--- src/rtl/serial_pkg.sv ---
// Shared definitions for the serial link: FSM state encoding, default frame geometry,
// and a width helper reused by both the receiver and the matching transmitter.
package serial_pkg;

    typedef enum logic [1:0] {
        StIdle  = 2'd0,
        StStart = 2'd1,
        StData  = 2'd2,
        StStop  = 2'd3
    } serial_state_e;

    localparam int unsigned DefDataBits   = 8;
    localparam int unsigned DefClksPerBit = 16;

    // Counter width for a range of n values; never narrower than one bit.
    function automatic int unsigned min_width(input int unsigned n);
        return (n > 1) ? $clog2(n) : 1;
    endfunction

endpackage

--- src/rtl/bit_sync.sv ---
// Two-flop synchronizer for a single asynchronous input bit.
// Both stages reset to RESET_VALUE so the output matches the line's idle level.
module bit_sync #(
    parameter logic RESET_VALUE = 1'b1
) (
    input  logic clk,
    input  logic rst,
    input  logic d,
    output logic q
);

    logic meta_q;

    always_ff @(posedge clk) begin
        if (rst) begin
            meta_q <= RESET_VALUE;
            q      <= RESET_VALUE;
        end else begin
            meta_q <= d;
            q      <= meta_q;
        end
    end

endmodule

--- src/rtl/serial_rx.sv ---
// Framed asynchronous serial receiver: mid-bit sampling of an idle-high line, LSB-first
// deserialization, stop-bit check, and one-cycle valid / frame_err strobes.
module serial_rx
    import serial_pkg::*;
#(
    parameter int unsigned DATA_BITS    = DefDataBits,
    parameter int unsigned CLKS_PER_BIT = DefClksPerBit
) (
    input  logic                 clk,
    input  logic                 rst,
    input  logic                 rx,
    output logic [DATA_BITS-1:0] data,
    output logic                 valid,
    output logic                 frame_err
);

    localparam int unsigned H    = CLKS_PER_BIT / 2;
    localparam int unsigned CntW = min_width(CLKS_PER_BIT);
    localparam int unsigned IdxW = min_width(DATA_BITS);

    localparam logic [CntW-1:0] CntHalf = CntW'(H - 1);
    localparam logic [CntW-1:0] CntLast = CntW'(CLKS_PER_BIT - 1);
    localparam logic [IdxW-1:0] IdxLast = IdxW'(DATA_BITS - 1);

    logic                 rxs;
    serial_state_e        state_q;
    logic [CntW-1:0]      cnt_q;
    logic [IdxW-1:0]      idx_q;
    logic [DATA_BITS-1:0] sr_q;
    logic [DATA_BITS-1:0] sr_shift;
    logic                 brk_q;

    bit_sync #(
        .RESET_VALUE (1'b1)
    ) u_rx_sync (
        .clk (clk),
        .rst (rst),
        .d   (rx),
        .q   (rxs)
    );

    // New bit enters at the MSB so the first bit received ends in the LSB.
    always_comb begin
        sr_shift                = sr_q >> 1;
        sr_shift[DATA_BITS-1]   = rxs;
    end

    always_ff @(posedge clk) begin
        if (rst) begin
            state_q   <= StIdle;
            cnt_q     <= '0;
            idx_q     <= '0;
            sr_q      <= '0;
            brk_q     <= 1'b0;
            data      <= '0;
            valid     <= 1'b0;
            frame_err <= 1'b0;
        end else begin
            valid     <= 1'b0;
            frame_err <= 1'b0;
            unique case (state_q)
                StIdle: begin
                    if (!rxs) begin
                        state_q <= StStart;
                        cnt_q   <= '0;
                    end
                end
                StStart: begin
                    if (cnt_q != CntHalf) begin
                        cnt_q <= cnt_q + CntW'(1);
                    end else if (!rxs) begin
                        state_q <= StData;
                        cnt_q   <= '0;
                        idx_q   <= '0;
                    end else begin
                        state_q <= StIdle;
                    end
                end
                StData: begin
                    if (cnt_q != CntLast) begin
                        cnt_q <= cnt_q + CntW'(1);
                    end else begin
                        sr_q  <= sr_shift;
                        cnt_q <= '0;
                        if (idx_q == IdxLast) begin
                            state_q <= StStop;
                        end else begin
                            idx_q <= idx_q + IdxW'(1);
                        end
                    end
                end
                StStop: begin
                    if (cnt_q != CntLast) begin
                        cnt_q <= cnt_q + CntW'(1);
                    end else begin
                        cnt_q <= '0;
                        if (rxs) begin
                            state_q <= StIdle;
                            data    <= sr_q;
                            valid   <= 1'b1;
                            brk_q   <= 1'b0;
                        end else begin
                            // Line still low: rearm at once, but report only the first
                            // error of a break until a good frame clears it.
                            state_q   <= StStart;
                            frame_err <= !brk_q;
                            brk_q     <= 1'b1;
                        end
                    end
                end
                default: state_q <= StIdle;
            endcase
        end
    end

endmodule
--- config.mk ---
export PLATFORM = sky130hd
export DESIGN_NAME = serial_rx
export DESIGN_NICKNAME = d
export VERILOG_FILES = /design/src/rtl/serial_pkg.sv /design/src/rtl/bit_sync.sv /design/src/rtl/serial_rx.sv
export SDC_FILE = /design/constraint.sdc
export NUM_CORES = 1
export LEC_CHECK = 0
export CAP_MARGIN = 30
export CORE_MARGIN = 2
export CORE_UTILIZATION = 40
export DETAILED_ROUTE_END_ITERATION = 12
export PLACE_DENSITY = 0.66
export SETUP_SLACK_MARGIN = 0.05
export SLEW_MARGIN = 10
export SYNTH_ARGS = -nofsm -noshare
export SYNTH_HDL_FRONTEND = slang
export SYNTH_SLANG_ARGS = --single-unit
--- constraint.sdc ---
create_clock -name clk -period 1.8 [get_ports clk]
set_input_delay 0.36 -clock clk [delete_from_list [all_inputs] [get_ports clk]]
set_output_delay 0.36 -clock clk [all_outputs]
set_load 0.03 [all_outputs]
==> results of run 1 <==
cell type report:
cell class	instances	area (sq um)	area share (%)
repair buffers	14	158	10.7
inverters	1	3.75	0.254
well taps	44	55.1	3.73
clock buffers	6	51.3	3.47
flip-flops and latches	30	601	40.6
clock inverters	1	30.0	2.03
multi-input cells	94	579	39.2
through the flow:
stage	hold WS (ns)	setup WS (ns)	util (%)	power [mW]
finish	0.415	0.106	48.8	1.24
global route	0.444	0.0500	48.8	1.30
CTS	0.420	0.0610	48.3	1.26
detailed placement	0.398	0.120	45.7	0.716
global placement	0.400	0.170	45.7	0.716
floorplan	0.389	0.249	-	0.703
cells in the mapped netlist (all sizes together):
cell type | number | area share, %
dfxtp | 30 | 48
nand2 | 22 | 6.6
a21oi | 13 | 5.2
nor2 | 13 | 3.9
mux2i | 9 | 7.2
buf | 5 | 4.7
clkbuf | 4 | 1.2
nand3b | 4 | 2.4
ha | 3 | 3.0
nor3b | 3 | 1.8
a22oi | 2 | 1.2
and2 | 2 | 1.2
nor2b | 2 | 1.0
nor3 | 2 | 0.80
o21ai | 2 | 0.80
or2 | 2 | 1.0
a211oi | 1 | 0.60
a221oi | 1 | 1.2
a311oi | 1 | 0.70
a31oi | 1 | 0.50
and3 | 1 | 0.50
and4 | 1 | 0.90
and4b | 1 | 0.80
inv | 1 | 0.30
nand2b | 1 | 0.50
nand3 | 1 | 0.40
nand4b | 1 | 0.70
nor4 | 1 | 0.50
o22ai | 1 | 0.50
o2bb2ai | 1 | 0.70
o41ai | 1 | 0.70
xor2 | 1 | 0.70
sequential cells by signal, summed over array words and instances (netlist names), named ones only:
register	count
u_rx_sync.meta_q	1
brk_q	1
u_rx_sync.q	1
data	8
frame_err	1
idx_q	3
sr_q	8
valid	1
cnt_q	4
state_q	1
worst register-to-register path, delay by kind of cell (launching register included):
family / cells / cell delay (ns)
multiplexers: 1 / 0.22
adder cells (fa/ha/maj): 1 / 0.24
flip-flops: 1 / 0.37
AND/OR/NAND/NOR: 3 / 0.66
cell usage in the layout, fill, tap and decap left out, types with 2 or more instances in the layout:
master,netlist,final
or2_2,2,2
nor3b_1,3,3
mux2i_1,9,9
nor3_1,2,2
ha_1,3,2
o21ai_0,2,2
nor2b_1,2,2
nand3b_1,4,4
nor2_1,13,13
clkdlybuf4s50_1,0,8
dfxtp_1,30,30
a21oi_1,13,13
dlymetal6s2s_1,0,4
clkbuf_4,0,5
nand2_1,22,22
a22oi_1,2,2
kinds of logic (layout without fill, tap and decap cells):
group | count (synthesis) | in the layout | share of synthesized area [%]
simple gates | 57 | 57 | 23.0
flops | 30 | 30 | 47.9
compound gates | 24 | 24 | 12.1
buf+inv | 10 | 22 | 6.19
mux | 9 | 9 | 7.19
fa+ha+maj | 3 | 3 | 2.99
xor+xnor | 1 | 1 | 0.699
routing by layer:
layer	track usage [%]	wire [microns]	up-vias
met5	0	0	-
met1	16.6	1030	424
met3	5.19	73	4
li1	-	-	487
met4	7.62	53	0
met2	20.5	928	15
timing repair:
| action | in CTS | in global routing |
|---|---|---|
| resized for setup | 0 | 6 |
| hold endpoints to repair | 0 | 0 |
| endpoints found under the setup margin | 0 | 13 |
worst paths after layout:
path / startpoint / endpoint / cells past startpoint
worst min register to register: u_rx_sync.meta_q / u_rx_sync.q / 1
worst min-delay path: u_rx_sync.meta_q / u_rx_sync.q / 1
worst max register to register: cnt_q[0] / data[1] / 5
worst max-delay path: data[7] / data[7] / 1
power by group through the flow:
| stage | Clock [mW] | Sequential (mW) | Combinational [mW] |
|---|---|---|---|
| 2_1_floorplan | 0 | 0.684 | 0.0187 |
| 3_3_place_gp | 0 | 0.687 | 0.0294 |
| 3_5_place_dp | 0 | 0.687 | 0.0293 |
| 4_1_cts | 0.556 | 0.671 | 0.0295 |
| 5_1_grt | 0.593 | 0.673 | 0.0323 |
| 6_report | 0.539 | 0.671 | 0.0293 |
==> results by group, run 1 <==
STA
  – RSZ-0062 raised after global routing: no
  – Period utilization: approximately 94%
  – Worst Tran Pin Value: 0.390 ns
  – Hold Vio Cnt, Final: 0
  – Period minus WS final: 1.69 ns
  – Sum Neg Setup Slack: 0 ns
  – Final setup vio count: 0
  – Clk_skew: roughly 0.011 ns
  – Slew headroom: between 70% and 80%
  – Fin. max-slew vios: 0
  – Max Fclk: 0.590 GHz

Critical path
  – Critical Path RT: 1.44 ns
  – Reg2reg setup slack: 0.22 ns
  – Worst-path maximum fanout: 2
  – Worst Setup Path Type: reg2out
  – Critical path's largest stage delay: around 0.67 ns
  – Critical path's top delay family: buffers and inverters
  – Setup crit start kind: flip-flop
  – Arrival @ worst endpoint: about 1.3 ns
  – Crit-path slowest cell: clkdlybuf4s50_1
  – CP Cell Sequence: clkdlybuf4s50_1
  – Crit path buf inv count: 1
  – Worst setup EP type: output port

Place
  – Buffers on Ports: 12
  – Area after DPL: 1380 sq um
  – Inst Count DP: approximately 180
  – DPL Wire Length: between 1 and 1.5 mm
  – Global placer's final weighted congestion: 0.768

Global routing
  – Largest net degree at the start of global routing: 32
  – Total track usage: 13.6%
  – Initial antenna violation count: 0
  – Grt ovf: 0
  – Vias in the first global route: 823
  – First-pass GRT wire length: 3.58 mm

Finish
  – Cell area after layout: 1480 sq um
  – Fillers: a little under 300
  – Antenna diode count: 0
  – Ratio of cells with drive above 1 in the final layout: 11.0%
  – Cell Count, Final, Fillers Out: 190
  – Fin nets: 152
  – Area growth, synth to finish: 17.9%

Outcome
  – Status: complete, no violations

Routing
  – Antenna viol nets, final: 0
  – Post-Route WL: 2.08 mm
  – Starting DRC count in detailed routing: 41
  – Vias: 930
  – Vias/cell: 4.89
  – Wirelength per Cell: 11.0 microns
  – Drt first pass iters: 4
  – DRC Markers: 0

Run
  – Max cap viols: 0

Clocking
  – Hold Buf Count CTS: 0
  – TritonCTS Buffers: 5
  – Depth of the CTS H-tree: 2
  – # Post-CTS Setup Buffers: 0
  – Latest clock arrival within the worst-skew pair: 0.32 ns
  – TritonCTS clock tree: done
  – Clk slew on worst S/H paths: approximately 0.09 ns
  – Sink Count: 30
  – CTS root buffer: clkbuf_4
  – Clock Path Buffers: 2

Power
  – Int Pwr: roughly 1 mW
  – Peak supply drop: 0.407 mV
  – Pleak: 0.579 nW
  – Comb pwr share: 2.4%
  – Seq pwr share: between 50 and 60%
  – Cell Pwr Density: 839 nW/um^2
  – Clock Power Share: ~44%
  – P_sw: 235 uW
  – Switching Share: between 10% and 20%

Logic synthesis
  – Netlist cell types: 35
  – Sequential area share after synthesis: 47.9%
  – Synthesized flop and latch total: 30
  – Net count after synthesis: 140
  – Mapped Area: roughly 1300 sq um
  – Synth Instances: 134
  – Syn_area_per_cell: 9.36 sq um
  – Yosys warning total: 0

Floorplan
  – Die X: ~60 microns
  – Initial core utilization: 41.4%
  – Top Ports: 13
  – Die H: about 60 microns
  – DIE AREA: 3600 sq um
  – Row count: 20
  – Core ar.: 3030 sq um

Worst hold path
  – Hold Path Class: reg2reg
Power figures use the tool's default switching activity.
==> run 2, diff against run 1 <==
- ABC_AREA: unset -> 1
- SLEW_MARGIN: 10 -> unset
==> results by group, run 2 <==
Critical path
  – Worst R2R End: data[4]
  – Reg2reg start: cnt_q[0]
  – Worst Setup Path Type: reg2out
  – CP endpoint: data[5]
  – CP Cell Sequence: clkdlybuf4s50_1
  – Crit-path slowest cell: clkdlybuf4s50_1
  – Reg2reg path depth: 8 (+3)
  – Crit path buf inv count: 1 (unchanged)
  – Start point of the critical path: data[5]
  – Worst setup EP type: output port
  – Critical path's top delay family: buffers and inverters
  – Worst-path maximum fanout: 2 (unchanged)
  – Critical path's largest stage delay: 0.67 ns (about the same)
  – Setup crit start kind: flip-flop
  – Arrival @ worst endpoint: 1.33 ns (about the same)
  – CP Depth: 1 (unchanged)
  – Reg2reg setup slack: 0.23 ns (about the same)
  – Critical Path RT: 1.44 ns (about the same)

STA
  – Final setup vio count: 0 (unchanged)
  – Fin. max-slew vios: 0 (unchanged)
  – Sum Neg Setup Slack: 0 ns (unchanged)
  – Slew headroom: 76.1% (+2.2 points)
  – RSZ-0062 raised after global routing: no
  – Worst Tran Pin Value: 0.357 ns (-0.0331 ns)
  – Smallest hold slack: 0.416 ns (+0.00157 ns)
  – Max Fclk: 0.591 GHz (about the same)
  – Clk_skew: 0.00678 ns (-0.00421 ns)
  – Period minus WS final: 1.69 ns (-0.000967 ns)
  – Hold Vio Cnt, Final: 0 (unchanged)
  – Period utilization: 94.1% (about the same)

Global routing
  – Grt ovf: 0 (unchanged)
  – Routing usage on met3: 7.25% (+2.1 points)
  – Met1 Resource Use GR: 19.8% (+3.2 points)
  – Vias in the first global route: 1005 (+22%)
  – Largest net degree at the start of global routing: 22 (-31%)
  – Met2 Use GR: 26.5% (+6.0 points)
  – First-pass GRT wire length: 4.28 mm (+20%)
  – Total track usage: 16.9% (+3.2 points)
  – GRT Max-Usage Layer: met2
  – Initial antenna violation count: 0 (unchanged)

Routing
  – Post-Route WL: 2.48 mm (+19%)
  – Vias/cell: 5.14 (+5.0%)
  – Drt first pass iters: 4 (unchanged)
  – DRC Markers: 0 (unchanged)
  – Vias: 1043 (+12%)
  – Antenna viol nets, final: 0 (unchanged)
  – Wirelength per Cell: 12.2 microns (+11%)
  – Starting DRC count in detailed routing: 26 (-37%)

Logic synthesis
  – Area share of the largest cell type after synthesis: 50.1% (+2.2 points)
  – Mapped Area: 1200 sq um (-4.4%)
  – Synthesized flop and latch total: 30 (unchanged)
  – Yosys warning total: 0 (unchanged)
  – Ys async rst share: 0% (unchanged)
  – Net count after synthesis: 161 (+15%)
  – Prevailing post-synth register cell: dfxtp_1
  – Sequential area share after synthesis: 50.1% (+2.2 points)
  – Top cells by area, synth: dfxtp_1 (50%), nand2_1 (9.4%), nor2_1 (7.2%)
  – Syn_area_per_cell: 7.73 sq um (-17%)
  – Post-synth top area cell: dfxtp_1
  – Synth Instances: 155 (+16%)
  – Netlist cell types: 20 (-43%)
  – Synth cell count leaders: dfxtp_1 (30), nand2_1 (30), nor2_1 (23), nand3_1 (14), o21ai_0 (14)
  – Post-synth EDFFs: 0 (unchanged)

Place
  – Global placer's final weighted congestion: 0.736 (-4.2%)
  – DPL Wire Length: 1.79 mm (+26%)
  – Buffers on Ports: 12 (unchanged)
  – Inst Count DP: 195 (+6.6%)
  – Area after DPL: 1350 sq um (-2.1%)

Finish
  – Fillers: 284 (-1.7%)
  – Final core occ: 51.0% (+2.2 points)
  – Antenna diode count: 0 (unchanged)
  – Cell Count, Final, Fillers Out: 203 (+6.8%)
  – Area growth, synth to finish: 19.4%
  – Most frequent cells in the layout: nand2_1 (30), dfxtp_1 (30), nor2_1 (23)
  – Fin nets: 177 (+16%)
  – Cell area after layout: 1430 sq um (-3.1%)
  – Top Registers: data (8), sr_q (8), cnt_q (4)
  – Ratio of cells with drive above 1 in the final layout: 10.5% (-0.49 points)

Clocking
  – CTS root buffer: clkbuf_4
  – Depth of the CTS H-tree: 2 (unchanged)
  – Sink Count: 30 (unchanged)
  – TritonCTS clock tree: done
  – Hold Buf Count CTS: 0 (unchanged)
  – TritonCTS Buffers: 5 (unchanged)
  – # Post-CTS Setup Buffers: 0 (unchanged)
  – Latest clock arrival within the worst-skew pair: 0.33 ns (about the same)
  – Clock Path Buffers: 2 (unchanged)
  – Clk slew on worst S/H paths: 0.09 ns (about the same)
  – CTS resizes: 0 (unchanged)

Floorplan
  – Initial core utilization: 42.7% (+1.3 points)
  – DIE AREA: 3450 sq um (-4.1%)
  – Die H: 58.7 microns (-2.1%)
  – Core ar.: 2810 sq um (-7.4%)
  – Top Ports: 13 (unchanged)
  – Die X: 58.7 microns (-2.1%)
  – Row count: 19 (-5.0%)

Run
  – Max cap viols: 0 (unchanged)

Power
  – Peak supply drop: 0.593 mV (+46%)
  – Pleak: 0.775 nW (+34%)
  – Cell Pwr Density: 825 nW/um^2 (-1.7%)

Worst hold path
  – Hold Path Class: reg2reg

Outcome
  – Status: complete, no violations
-- run 2: cell types whose count changed after synthesis, sizes merged, moves of 4 or more --
cell    before  now
nand3        1   15
nand3b       4    0
o21ai        2   15
inv          1   12
nor2        13   23
mux2i        9    0
nand2       22   30
-- run 2: through the flow --
step,total power [mW],setup slack [ns]
floorplan,0.754,0.433
global placement,0.769,0.287
detailed placement,0.772,0.257
CTS,1.18,0.0561
global route,1.24,0.0505
finish,1.18,0.107
-- run 2: worst min-delay path by stage --
stage,from,end,cells past startpoint
3_3_place_gp,u_rx_sync.meta_q,u_rx_sync.q,1
4_1_cts,u_rx_sync.meta_q,u_rx_sync.q,1
5_1_grt,u_rx_sync.meta_q,u_rx_sync.q,1
6_report,u_rx_sync.meta_q,u_rx_sync.q,1
2_1_floorplan,u_rx_sync.meta_q,u_rx_sync.q,1
3_5_place_dp,u_rx_sync.meta_q,u_rx_sync.q,1
-- run 2: final cells by class --
type,instances,area [sq um],area share [%]
sequential,30,601,42.0
multi-input combinational,106,518,36.2
timing repair buffer,15,160,11.2
clock buffer,7,55.1,3.85
inverter,13,53.8,3.76
tap,31,38.8,2.71
clock inverter,1,5.00,0.350
-- run 2: cells by family after synthesis --
family                   count (synthesis)  share of synthesized area, %
adder cells (fa/ha/maj)                  3                          3.13
flip-flops                              30                          50.1
buffers and inverters                   19                          6.68
AND/OR/NAND/NOR                         75                          28.4
AO/OA/AOI/OAI                           28                          11.7
-- run 2: power by group --
part / total (mW) / leakage [nW] / internal [mW] / switching (mW)
combinational: 0.0658 / 0.497 / 0.0256 / 0.0402
sequential: 0.693 / 0.242 / 0.674 / 0.0184
clock: 0.422 / 0.0353 / 0.189 / 0.233
-- run 2: metal layers --
layer  share of wire (%)  vias to the layer above
li1                    -                      539
met1                  47                      475
met2                  46                       22
met3                 4.5                        7
met4                 2.2                        0
met5                   0                        -
==> run 3, diff against run 2 <==
- CORE_UTILIZATION: 40 -> 53
- PLACE_DENSITY: 0.66 -> 0.82
==> results by group, run 3 (same netlist as run 2, synthesis figures left out) <==
Outcome
  – Status: complete, no violations

Global routing
  – First-pass GRT wire length: 3.90 mm (-9.0%)
  – Largest net degree at the start of global routing: 22 (unchanged)
  – Total track usage: 20.8% (+3.9 points)
  – Grt ovf: 0 (unchanged)
  – Vias in the first global route: 885 (-12%)
  – Initial antenna violation count: 0 (unchanged)

Finish
  – Cell area after layout: 1470 sq um (+2.8%)
  – Most frequent cells in the layout: nand2_1 (30), dfxtp_1 (30), nor2_1 (23)
  – Top Registers: data (8), sr_q (8), cnt_q (4)
  – Antenna diode count: 0 (unchanged)
  – Cell Count, Final, Fillers Out: 200 (-1.5%)
  – Ratio of cells with drive above 1 in the final layout: 11.0% (+0.58 points)
  – Area growth, synth to finish: 22.8%
  – Fillers: 194 (-32%)
  – Fin nets: 177 (unchanged)

Power
  – Peak supply drop: 0.815 mV (+37%)
  – Pleak: 0.770 nW (-0.60%)
  – Cell Pwr Density: 998 nW/um^2 (+21%)

Critical path
  – Worst-path maximum fanout: 2 (unchanged)
  – Critical Path RT: 1.44 ns (about the same)
  – Critical path's top delay family: buffers and inverters
  – Crit-path slowest cell: clkdlybuf4s50_1
  – Arrival @ worst endpoint: 1.35 ns (+0.02 ns)
  – Critical path's largest stage delay: 0.67 ns (about the same)
  – CP Cell Sequence: clkdlybuf4s50_1
  – Crit path buf inv count: 1 (unchanged)
  – Setup crit start kind: flip-flop
  – Worst setup EP type: output port
  – Worst Setup Path Type: reg2out

Floorplan
  – Top Ports: 13 (unchanged)
  – Row count: 17 (-2)
  – DIE AREA: 2660 sq um (-23%)
  – Die H: 51.6 microns (-12%)
  – Core ar.: 2170 sq um (-23%)
  – Die X: 51.6 microns (-12%)
  – Initial core utilization: 55.2% (+13 points)

Place
  – Global placer's final weighted congestion: 0.890 (+21%)
  – Inst Count DP: 192 (-1.5%)
  – Buffers on Ports: 12 (unchanged)
  – DPL Wire Length: 1.61 mm (-9.6%)
  – Area after DPL: 1350 sq um (-0.28%)

Run
  – Max cap viols: 0 (unchanged)

Clocking
  – TritonCTS Buffers: 5 (unchanged)
  – Clk slew on worst S/H paths: 0.10 ns (about the same)
  – Depth of the CTS H-tree: 2 (unchanged)
  – Latest clock arrival within the worst-skew pair: 0.34 ns (about the same)
  – Hold Buf Count CTS: 0 (unchanged)
  – CTS root buffer: clkbuf_4
  – Clock Path Buffers: 2 (unchanged)
  – TritonCTS clock tree: done
  – Sink Count: 30 (unchanged)

Worst hold path
  – Hold Path Class: reg2reg

STA
  – Fin. max-slew vios: 0 (unchanged)
  – Clk_skew: 0.00741 ns (+0.000624 ns)
  – Worst Tran Pin Value: 0.394 ns (+0.0372 ns)
  – Period minus WS final: 1.71 ns (+0.0187 ns)
  – Hold Vio Cnt, Final: 0 (unchanged)
  – RSZ-0062 raised after global routing: no
  – Final setup vio count: 0 (unchanged)
  – Sum Neg Setup Slack: 0 ns (unchanged)
  – Period utilization: 95.1% (+1.0 points)
  – Max Fclk: 0.584 GHz (-1.1%)
  – Slew headroom: 73.6% (-2.5 points)

Routing
  – DRC Markers: 0 (unchanged)
  – Starting DRC count in detailed routing: 22 (-15%)
  – Antenna viol nets, final: 0 (unchanged)
  – Vias/cell: 5.15 (+0.14%)
  – Post-Route WL: 2.32 mm (-6.3%)
  – Wirelength per Cell: 11.6 microns (-4.9%)
  – Vias: 1029 (-1.3%)
  – Drt first pass iters: 4 (unchanged)
[run 3: changes by cell type in the layout (fill, tap and decap cells not counted), sizes merged]
cell / change
bufinv: +2
dlygate4sd2: +2
clkbuf: -1
clkinv: -1
dlymetal6s2s: -2
[run 3: path summary, 6_finish.rpt]
| path | startpoint | to | slack [ns] | cells after the start |
|---|---|---|---|---|
| max reg2reg | cnt_q[0] | sr_q[1] | 0.25 | 6 |
| min reg2reg | brk_q | frame_err | 0.42 | 1 |
| min | brk_q | frame_err | 0.42 | 1 |
| max | data[3] | data[3] | 0.09 | 1 |
[run 3: final cells by class]
cell class / count / area, sq um / area share, %
clock inverter: 2 / 60.1 / 4.08
inverter: 13 / 53.8 / 3.66
timing repair buffer: 15 / 153 / 10.4
multi-input combinational: 106 / 518 / 35.2
tap: 28 / 35.0 / 2.38
sequential: 30 / 601 / 40.8
clock buffer: 6 / 51.3 / 3.49
[run 3: metrics by stage]
| step | power [mW] | hold WS (ns) | utilization (%) | setup WS, ns |
|---|---|---|---|---|
| finish | 1.47 | 0.416 | 67.8 | 0.0880 |
| global route | 1.51 | 0.439 | 67.8 | 0.0601 |
| CTS | 1.48 | 0.425 | 67.2 | 0.0659 |
| detailed placement | 0.771 | 0.406 | 62.2 | 0.272 |
| global placement | 0.768 | 0.392 | 62.2 | 0.309 |
| floorplan | 0.754 | 0.389 | - | 0.433 |
[run 3: timing repair]
item,in CTS,in global routing
endpoints found under the hold margin,0,0
setup endpoints to repair,2,5
setup buffers,0,0
resized for setup,2,5
[run 3: where the power goes]
group	total (mW)	switching [mW]	internal, mW	leakage [nW]
Clock	0.711	0.241	0.470	0.0585
Sequential	0.691	0.0164	0.674	0.242
Combinational	0.0661	0.0405	0.0256	0.469
[run 3: per-layer routing]
metal / GRT usage (%) / wire [microns] / part of all wire [%]
met5: 0 / 0 / 0
met3: 9.77 / 133 / 5.7
met4: 11.8 / 66 / 2.8
met2: 29.3 / 1000 / 43
met1: 26.0 / 1120 / 48
